<file path="config.mk">
export PLATFORM = sky130hd
export DESIGN_NAME = fetch_top
export DESIGN_NICKNAME = d
export VERILOG_FILES = /design/src/rtl/fetch_top_pkg.sv /design/src/rtl/pc_register.sv /design/src/rtl/fetch_top.sv
export SDC_FILE = /design/constraint.sdc
export NUM_CORES = 1
export LEC_CHECK = 0
export CAP_MARGIN = 20
export CELL_PAD_IN_SITES_DETAIL_PLACEMENT = 1
export CELL_PAD_IN_SITES_GLOBAL_PLACEMENT = 2
export CORE_MARGIN = 5
export CORE_UTILIZATION = 34
export DETAILED_ROUTE_END_ITERATION = 16
export PLACE_DENSITY_LB_ADDON = 0.1
export RECOVER_POWER = 25
export SKIP_CTS_REPAIR_TIMING = 1
export SYNTH_ARGS = -nofsm -noshare
export SYNTH_HDL_FRONTEND = slang
export SYNTH_SLANG_ARGS = --single-unit
</file>
<file path="constraint.sdc">
create_clock -name clk -period 7.5 [get_ports clk]
set_input_delay 1.125 -clock clk [delete_from_list [all_inputs] [get_ports clk]]
set_output_delay 1.125 -clock clk [all_outputs]
set_load 0.01 [all_outputs]
</file>
<file path="src/rtl/fetch_top_pkg.sv">
// Shared constants and FSM encoding for the fetch stage.
package fetch_top_pkg;

    localparam int unsigned ADDR_SIZE  = 32;
    localparam int unsigned INSTR_SIZE = 32;

    localparam logic [31:0] DEFAULT_NOP_INSTR = 32'h0000_0000;
    localparam logic [31:0] DEFAULT_RESET_PC  = 32'h0000_1000;

    // Fetch FSM states:
    //   IfFetch - request outstanding / being issued
    //   IfHold  - data parked in the hold buffer while decode stalls
    //   IfKill  - draining a wrong-path request after a redirect
    typedef enum logic [1:0] {
        IfFetch = 2'd0,
        IfHold  = 2'd1,
        IfKill  = 2'd2
    } if_state_e;

endpackage

</file>
<file path="src/rtl/pc_register.sv">
// Program counter: next fetch address, with a redirect load port and a +4 increment.
// The load port takes the word-aligned part of the target only; the low two bits
// are always zero.
module pc_register #(
    parameter int unsigned       ADDR_W   = 32,
    parameter logic [ADDR_W-1:0] RESET_PC = '0
) (
    input  logic              clk,
    input  logic              reset,
    input  logic              load,
    input  logic [ADDR_W-3:0] load_word,
    input  logic              inc,
    output logic [ADDR_W-1:0] pc_next
);

    logic [ADDR_W-1:0] pc_q;

    // Load has priority over increment; arithmetic wraps mod 2^ADDR_W.
    always_comb begin
        pc_next = pc_q;
        if (load) begin
            pc_next = {load_word, 2'b00};
        end else if (inc) begin
            pc_next = pc_q + ADDR_W'(4);
        end
    end

    // PC state register.
    always_ff @(posedge clk or posedge reset) begin
        if (reset) begin
            pc_q <= RESET_PC;
        end else begin
            pc_q <= pc_next;
        end
    end

endmodule

</file>
<file path="src/rtl/fetch_top.sv">
// FETCH stage: owns the PC, issues instruction-memory requests and drives the
// IF/ID register. Copes with variable-latency memory, decode stalls and
// redirects; wrong-path instructions are squashed into NOP bubbles.
module fetch_top
    import fetch_top_pkg::*;
#(
    parameter int unsigned        ADDR_W    = ADDR_SIZE,
    parameter int unsigned        INSTR_W   = INSTR_SIZE,
    parameter logic [ADDR_W-1:0]  RESET_PC  = DEFAULT_RESET_PC,
    parameter logic [INSTR_W-1:0] NOP_INSTR = DEFAULT_NOP_INSTR
) (
    input  logic               clk,
    input  logic               reset,
    input  logic               stall,
    input  logic               redirect,
    input  logic [ADDR_W-1:0]  redirect_pc,
    output logic               imem_req,
    output logic [ADDR_W-1:0]  imem_addr,
    input  logic               imem_ready,
    input  logic [INSTR_W-1:0] imem_data,
    output logic [ADDR_W-1:0]  out_pc,
    output logic [INSTR_W-1:0] out_instruction,
    output logic               out_valid
);

    if_state_e          state_q;
    logic               req_q;
    logic [ADDR_W-1:0]  req_addr_q;
    logic [ADDR_W-1:0]  hold_pc;
    logic [INSTR_W-1:0] hold_instr;
    logic [ADDR_W-1:0]  out_pc_q;
    logic [INSTR_W-1:0] out_instr_q;
    logic               out_valid_q;

    logic              accept;
    logic              pc_inc;
    logic [ADDR_W-1:0] pc_next;

    // A request completes only when one is actually on the bus.
    assign accept = req_q & imem_ready;

    // PC advances when an instruction moves into IF/ID, either straight from
    // memory or out of the hold buffer; redirects take the load path instead.
    assign pc_inc = ~redirect & ~stall &
                    (((state_q == IfFetch) & accept) | (state_q == IfHold));

    pc_register #(
        .ADDR_W   (ADDR_W),
        .RESET_PC (RESET_PC)
    ) u_pc_register (
        .clk       (clk),
        .reset     (reset),
        .load      (redirect),
        .load_word (redirect_pc[ADDR_W-1:2]),
        .inc       (pc_inc),
        .pc_next   (pc_next)
    );

    // Fetch FSM, request address, hold buffer and IF/ID register.
    always_ff @(posedge clk or posedge reset) begin
        if (reset) begin
            state_q     <= IfFetch;
            req_q       <= 1'b0;
            req_addr_q  <= RESET_PC;
            hold_pc     <= '0;
            hold_instr  <= '0;
            out_pc_q    <= '0;
            out_instr_q <= NOP_INSTR;
            out_valid_q <= 1'b0;
        end else if (redirect) begin
            // Flush IF/ID and drop any parked instruction, even under stall.
            out_pc_q    <= '0;
            out_instr_q <= NOP_INSTR;
            out_valid_q <= 1'b0;
            hold_pc     <= '0;
            hold_instr  <= '0;
            if (state_q == IfKill) begin
                // The old request is still on the bus; only the PC retargets.
                if (accept) begin
                    state_q    <= IfFetch;
                    req_addr_q <= pc_next;
                end
            end else if ((state_q == IfFetch) && req_q && !imem_ready) begin
                // Cannot withdraw a pending request; wait it out in KILL.
                state_q <= IfKill;
            end else begin
                state_q    <= IfFetch;
                req_q      <= 1'b1;
                req_addr_q <= pc_next;
            end
        end else begin
            case (state_q)
                IfFetch: begin
                    if (accept) begin
                        if (!stall) begin
                            out_pc_q    <= req_addr_q;
                            out_instr_q <= imem_data;
                            out_valid_q <= 1'b1;
                            req_addr_q  <= pc_next;
                        end else begin
                            // Decode is busy: park the data rather than lose it.
                            hold_pc    <= req_addr_q;
                            hold_instr <= imem_data;
                            req_q      <= 1'b0;
                            state_q    <= IfHold;
                        end
                    end else begin
                        // Also raises the very first request after reset.
                        req_q <= 1'b1;
                        if (!stall) begin
                            out_pc_q    <= '0;
                            out_instr_q <= NOP_INSTR;
                            out_valid_q <= 1'b0;
                        end
                    end
                end
                IfHold: begin
                    if (!stall) begin
                        out_pc_q    <= hold_pc;
                        out_instr_q <= hold_instr;
                        out_valid_q <= 1'b1;
                        req_q       <= 1'b1;
                        req_addr_q  <= pc_next;
                        state_q     <= IfFetch;
                    end
                end
                IfKill: begin
                    out_pc_q    <= '0;
                    out_instr_q <= NOP_INSTR;
                    out_valid_q <= 1'b0;
                    // Returned data is wrong-path; pc_q already holds the target.
                    if (accept) begin
                        req_addr_q <= pc_next;
                        state_q    <= IfFetch;
                    end
                end
                default: begin
                    state_q <= IfFetch;
                end
            endcase
        end
    end

    assign imem_req        = req_q;
    assign imem_addr       = req_addr_q;
    assign out_pc          = out_pc_q;
    assign out_instruction = out_instr_q;
    assign out_valid       = out_valid_q;

endmodule

</file>
==> summary.log <==
qor: sta.max_slew_margin -1.04
qor: routing.drt-vias-per-instance 5.33
qor: clock_network.clk_pin_slew_worst_paths 0.07 ns
qor: sta.max_freq 240 MHz
qor: run_status.status finished, violations left
qor: grt.grtUsageTotal 0.183
qor: floorplan.placeableCoreArea 25,300 µm²
qor: power_and_ir_drop.pwr-share-seq 0.374
qor: power_and_ir_drop.share_clk_of_total_power 0.208
qor: hold_path.holdCritStartpoint out_pc[10]
qor: worst_setup_path.cp-end-kind asynchronous set/reset pin
qor: logic_synthesis.postSynth.topFlopCell dfrtp_1
qor: logic_synthesis.synth-edff-count 0
qor: power_and_ir_drop.p_per_area 367 nW/µm²
qor: sta.finalWorstPathRequiredPeriod 4.17 ns
qor: sta.tightest_slew 3.06 ns
qor: grt.grt_first_pass_wirelength 42,100 µm
qor: routing.routed_wl_per_cell 20.8 µm
qor: power_and_ir_drop.vdd_ir_drop_max 0.000303 V
qor: power_and_ir_drop.p_switching 1.57 mW
qor: routing.drtPass1Iterations 4
qor: floorplan.pin_count 167
qor: worst_setup_path.setup.worst_path.class input port to asynchronous set/reset pin
qor: hold_path.hold_path.class flip-flop to flip-flop
qor: run_status.violations capacitance limit, slew limit
qor: floorplan.die-width 170 µm
qor: grt.global_route.overflow_total 0
qor: logic_synthesis.async_flop_share 1.00
qor: worst_setup_path.worst-r2r-cell-count 8
qor: layout.final.fill_count 2,770
qor: worst_setup_path.required 7.95 ns
qor: grt.grt_start_max_net_pins 138
qor: worst_setup_path.cp.arrival 4.63 ns
qor: routing.route.detailed.drc 0
qor: clock_network.cts_root_buf clkbuf_16
qor: clock_network.htree_num_levels 4
qor: power_and_ir_drop.total_leakage_power 4.69 nW
qor: logic_synthesis.synth_most_common_cell dfrtp_1
qor: clock_network.cts.sink_count 196
qor: layout.utilization_after_layout 0.443
qor: logic_synthesis.synth_common_cells 194 x dfrtp_1, 92 x nand2_1, 64 x a22o_1
qor: clock_network.numCtsBuffers 17
qor: sta.max_slew_violation_total_from_the_final_report 138
qor: sta.hold_vio_cnt_final 0
qor: sta.rsz0062_at_grt false
qor: flow_run.max_cap_viol_count 1
qor: layout.area_delta_synth_final 28.3%
qor: power_and_ir_drop.p_comb_frac 0.418
qor: logic_synthesis.synth_area 8720 µm²
qor: logic_synthesis.synthCells 787
qor: power_and_ir_drop.power.share.switching 0.381
qor: sta.setup_tns 0 ns
qor: logic_synthesis.syn_nets 861
qor: logic_synthesis.synth_top_cell_area_share 0.557
qor: layout.antenna_cells_inserted 0
qor: floorplan.die_outline_area 29,000 µm²
qor: layout.final_net_count 997
qor: layout.drive_gt1_frac 0.0726
qor: layout.multi_input_area 3590 µm²
qor: clock_network.clock_path_buffers 2
qor: worst_setup_path.r2r_setup_slack 4.16 ns
qor: worst_setup_path.critPathLaunchType input port
qor: logic_synthesis.synth_sequential_area_ratio 0.563
qor: sta.finalSetupViolations 0
qor: floorplan.initial_utilization 0.345
qor: routing.first_iter_violations 465
qor: power_and_ir_drop.intPower 2.54 mW
qor: worst_setup_path.capture_point_of_the_worst_reg_to_reg_path out_pc[15]
qor: placement.io_buffer_count 164
qor: floorplan.die_h 170 µm
qor: logic_synthesis.post_synth_main_area_contributors dfrtp_1 56%, mux2i_1 6.9%, a22o_1 6.4%, nand2_1 4.0%, o21ai_1 2.4%
qor: grt.number_of_global_route_vias_before_repair 7,271
qor: clock_network.cts_tree done
qor: layout.area_occupied_by_registers 4910 µm²
qor: placement.place_hpwl 17,100 µm
qor: logic_synthesis.syn-mean-instance-area 11.1 µm²
qor: worst_setup_path.critical_path.max_fanout 137
qor: worst_setup_path.reg2reg_from state_q[1]
qor: sta.timing.clock.skew 0.0148 ns
qor: logic_synthesis.yosysTopAreaCell dfrtp_1
qor: logic_synthesis.postSynthRegisterBits 196
qor: hold_path.whs_endpoint out_pc[10]
qor: routing.detailroute.via_count 6,745
qor: placement.gp_congestion 0.792
qor: power_and_ir_drop.p_total 4.11 mW
qor: floorplan.placementRows 58
qor: sta.timing.final.crit_share 0.557
qor: routing.routed_wirelength 26,400 µm
qor: logic_synthesis.yosys_warnings 0
qor: hold_path.hold_crit_depth 2
qor: logic_synthesis.ys_types 66
qor: grt.grt_antenna_before_repair 0
qor: routing.detail-route-antenna-nets 0
qor: clock_network.worst_skew_pair.late_latency 0.43 ns
[layer usage]
layer / vias to the layer above / track usage / part of all wire
li1: 3132 / - / -
met1: 3449 / 0.262 / 0.48
met2: 139 / 0.290 / 0.46
met3: 25 / 0.0283 / 0.038
met4: 0 / 0.0524 / 0.017
met5: - / 0 / 0
[state kept, by name (all words and copies together) (netlist names)]
register,flops
hold_pc,32
imem_addr,32
hold_instr,32
out_valid,1
out_pc,32
u_pc_register.pc_q,32
out_instruction,32
state_q,2
imem_req,1
[cell type report]
class	count	area share
clock buffers	20	0.0390
inverters	6	0.00235
repair buffers	172	0.153
clock inverters	12	0.00883
flip-flops and latches	196	0.439
multi-input cells	530	0.321
well taps	330	0.0369
[worst max-delay path, stage by stage]
cell	delay [ns]
dlygate4sd3_1	0.57
clkinvlp_4	1.85
buf_4	0.87
[power by group through the flow]
stage | sequential (mW) | combinational (mW) | clock [mW]
after floorplan | 1.58 | 0.909 | 0
after global placement | 1.55 | 1.69 | 0
after detailed placement | 1.56 | 1.72 | 0
after CTS | 1.54 | 1.73 | 0.884
after global routing | 1.58 | 1.85 | 0.931
final | 1.54 | 1.72 | 0.857
[cell families (layout without fill, tap and decap cells)]
family / after synthesis / after routing / synth area share
buffers and inverters: 61 / 210 / 0.0303
xor gates and xnor gates: 18 / 18 / 0.0181
and+or+nand+nor: 215 / 215 / 0.121
DFF: 196 / 196 / 0.563
muxes: 77 / 77 / 0.0908
AOI/OAI and AO/OA: 215 / 215 / 0.170
adders and majority gates: 5 / 5 / 0.00717
[placed cells by master, fill, tap and decap left out, drive strengths merged, types with 14 or more instances in the layout]
cell,count
nand2,94
dfrtp,194
clkdlybuf4s50,162
o31ai,14
mux2i,60
o21ai,68
a22o,64
nor2,47
a21oi,24
clkbuf,20
mux2,17
[how the worst max path moves through the flow]
| stage | startpoint | end | slack, ns | cells after the start |
|---|---|---|---|---|
| after floorplan | reset | hold_instr[0] | 1.04 | 1 |
| after global placement | stall | out_pc[9] | 3.12 | 6 |
| after detailed placement | stall | out_pc[3] | 3.02 | 6 |
| after CTS | stall | out_pc[15] | 3.49 | 6 |
| after global routing | reset | hold_pc[22] | 2.69 | 3 |
| final | reset | imem_addr[17] | 3.33 | 3 |
[stage by stage]
step	instance area [µm²]	instances	hold WS (ns)	setup WS, ns
global route	11200	1266	0.512	2.69
floorplan	8720	787	0.472	1.04
finish	11200	1266	0.480	3.33
detailed placement	10600	1233	0.475	3.02
CTS	11200	1265	0.491	3.49
global placement	10600	1233	0.466	3.12
Power figures use the tool's default switching activity.
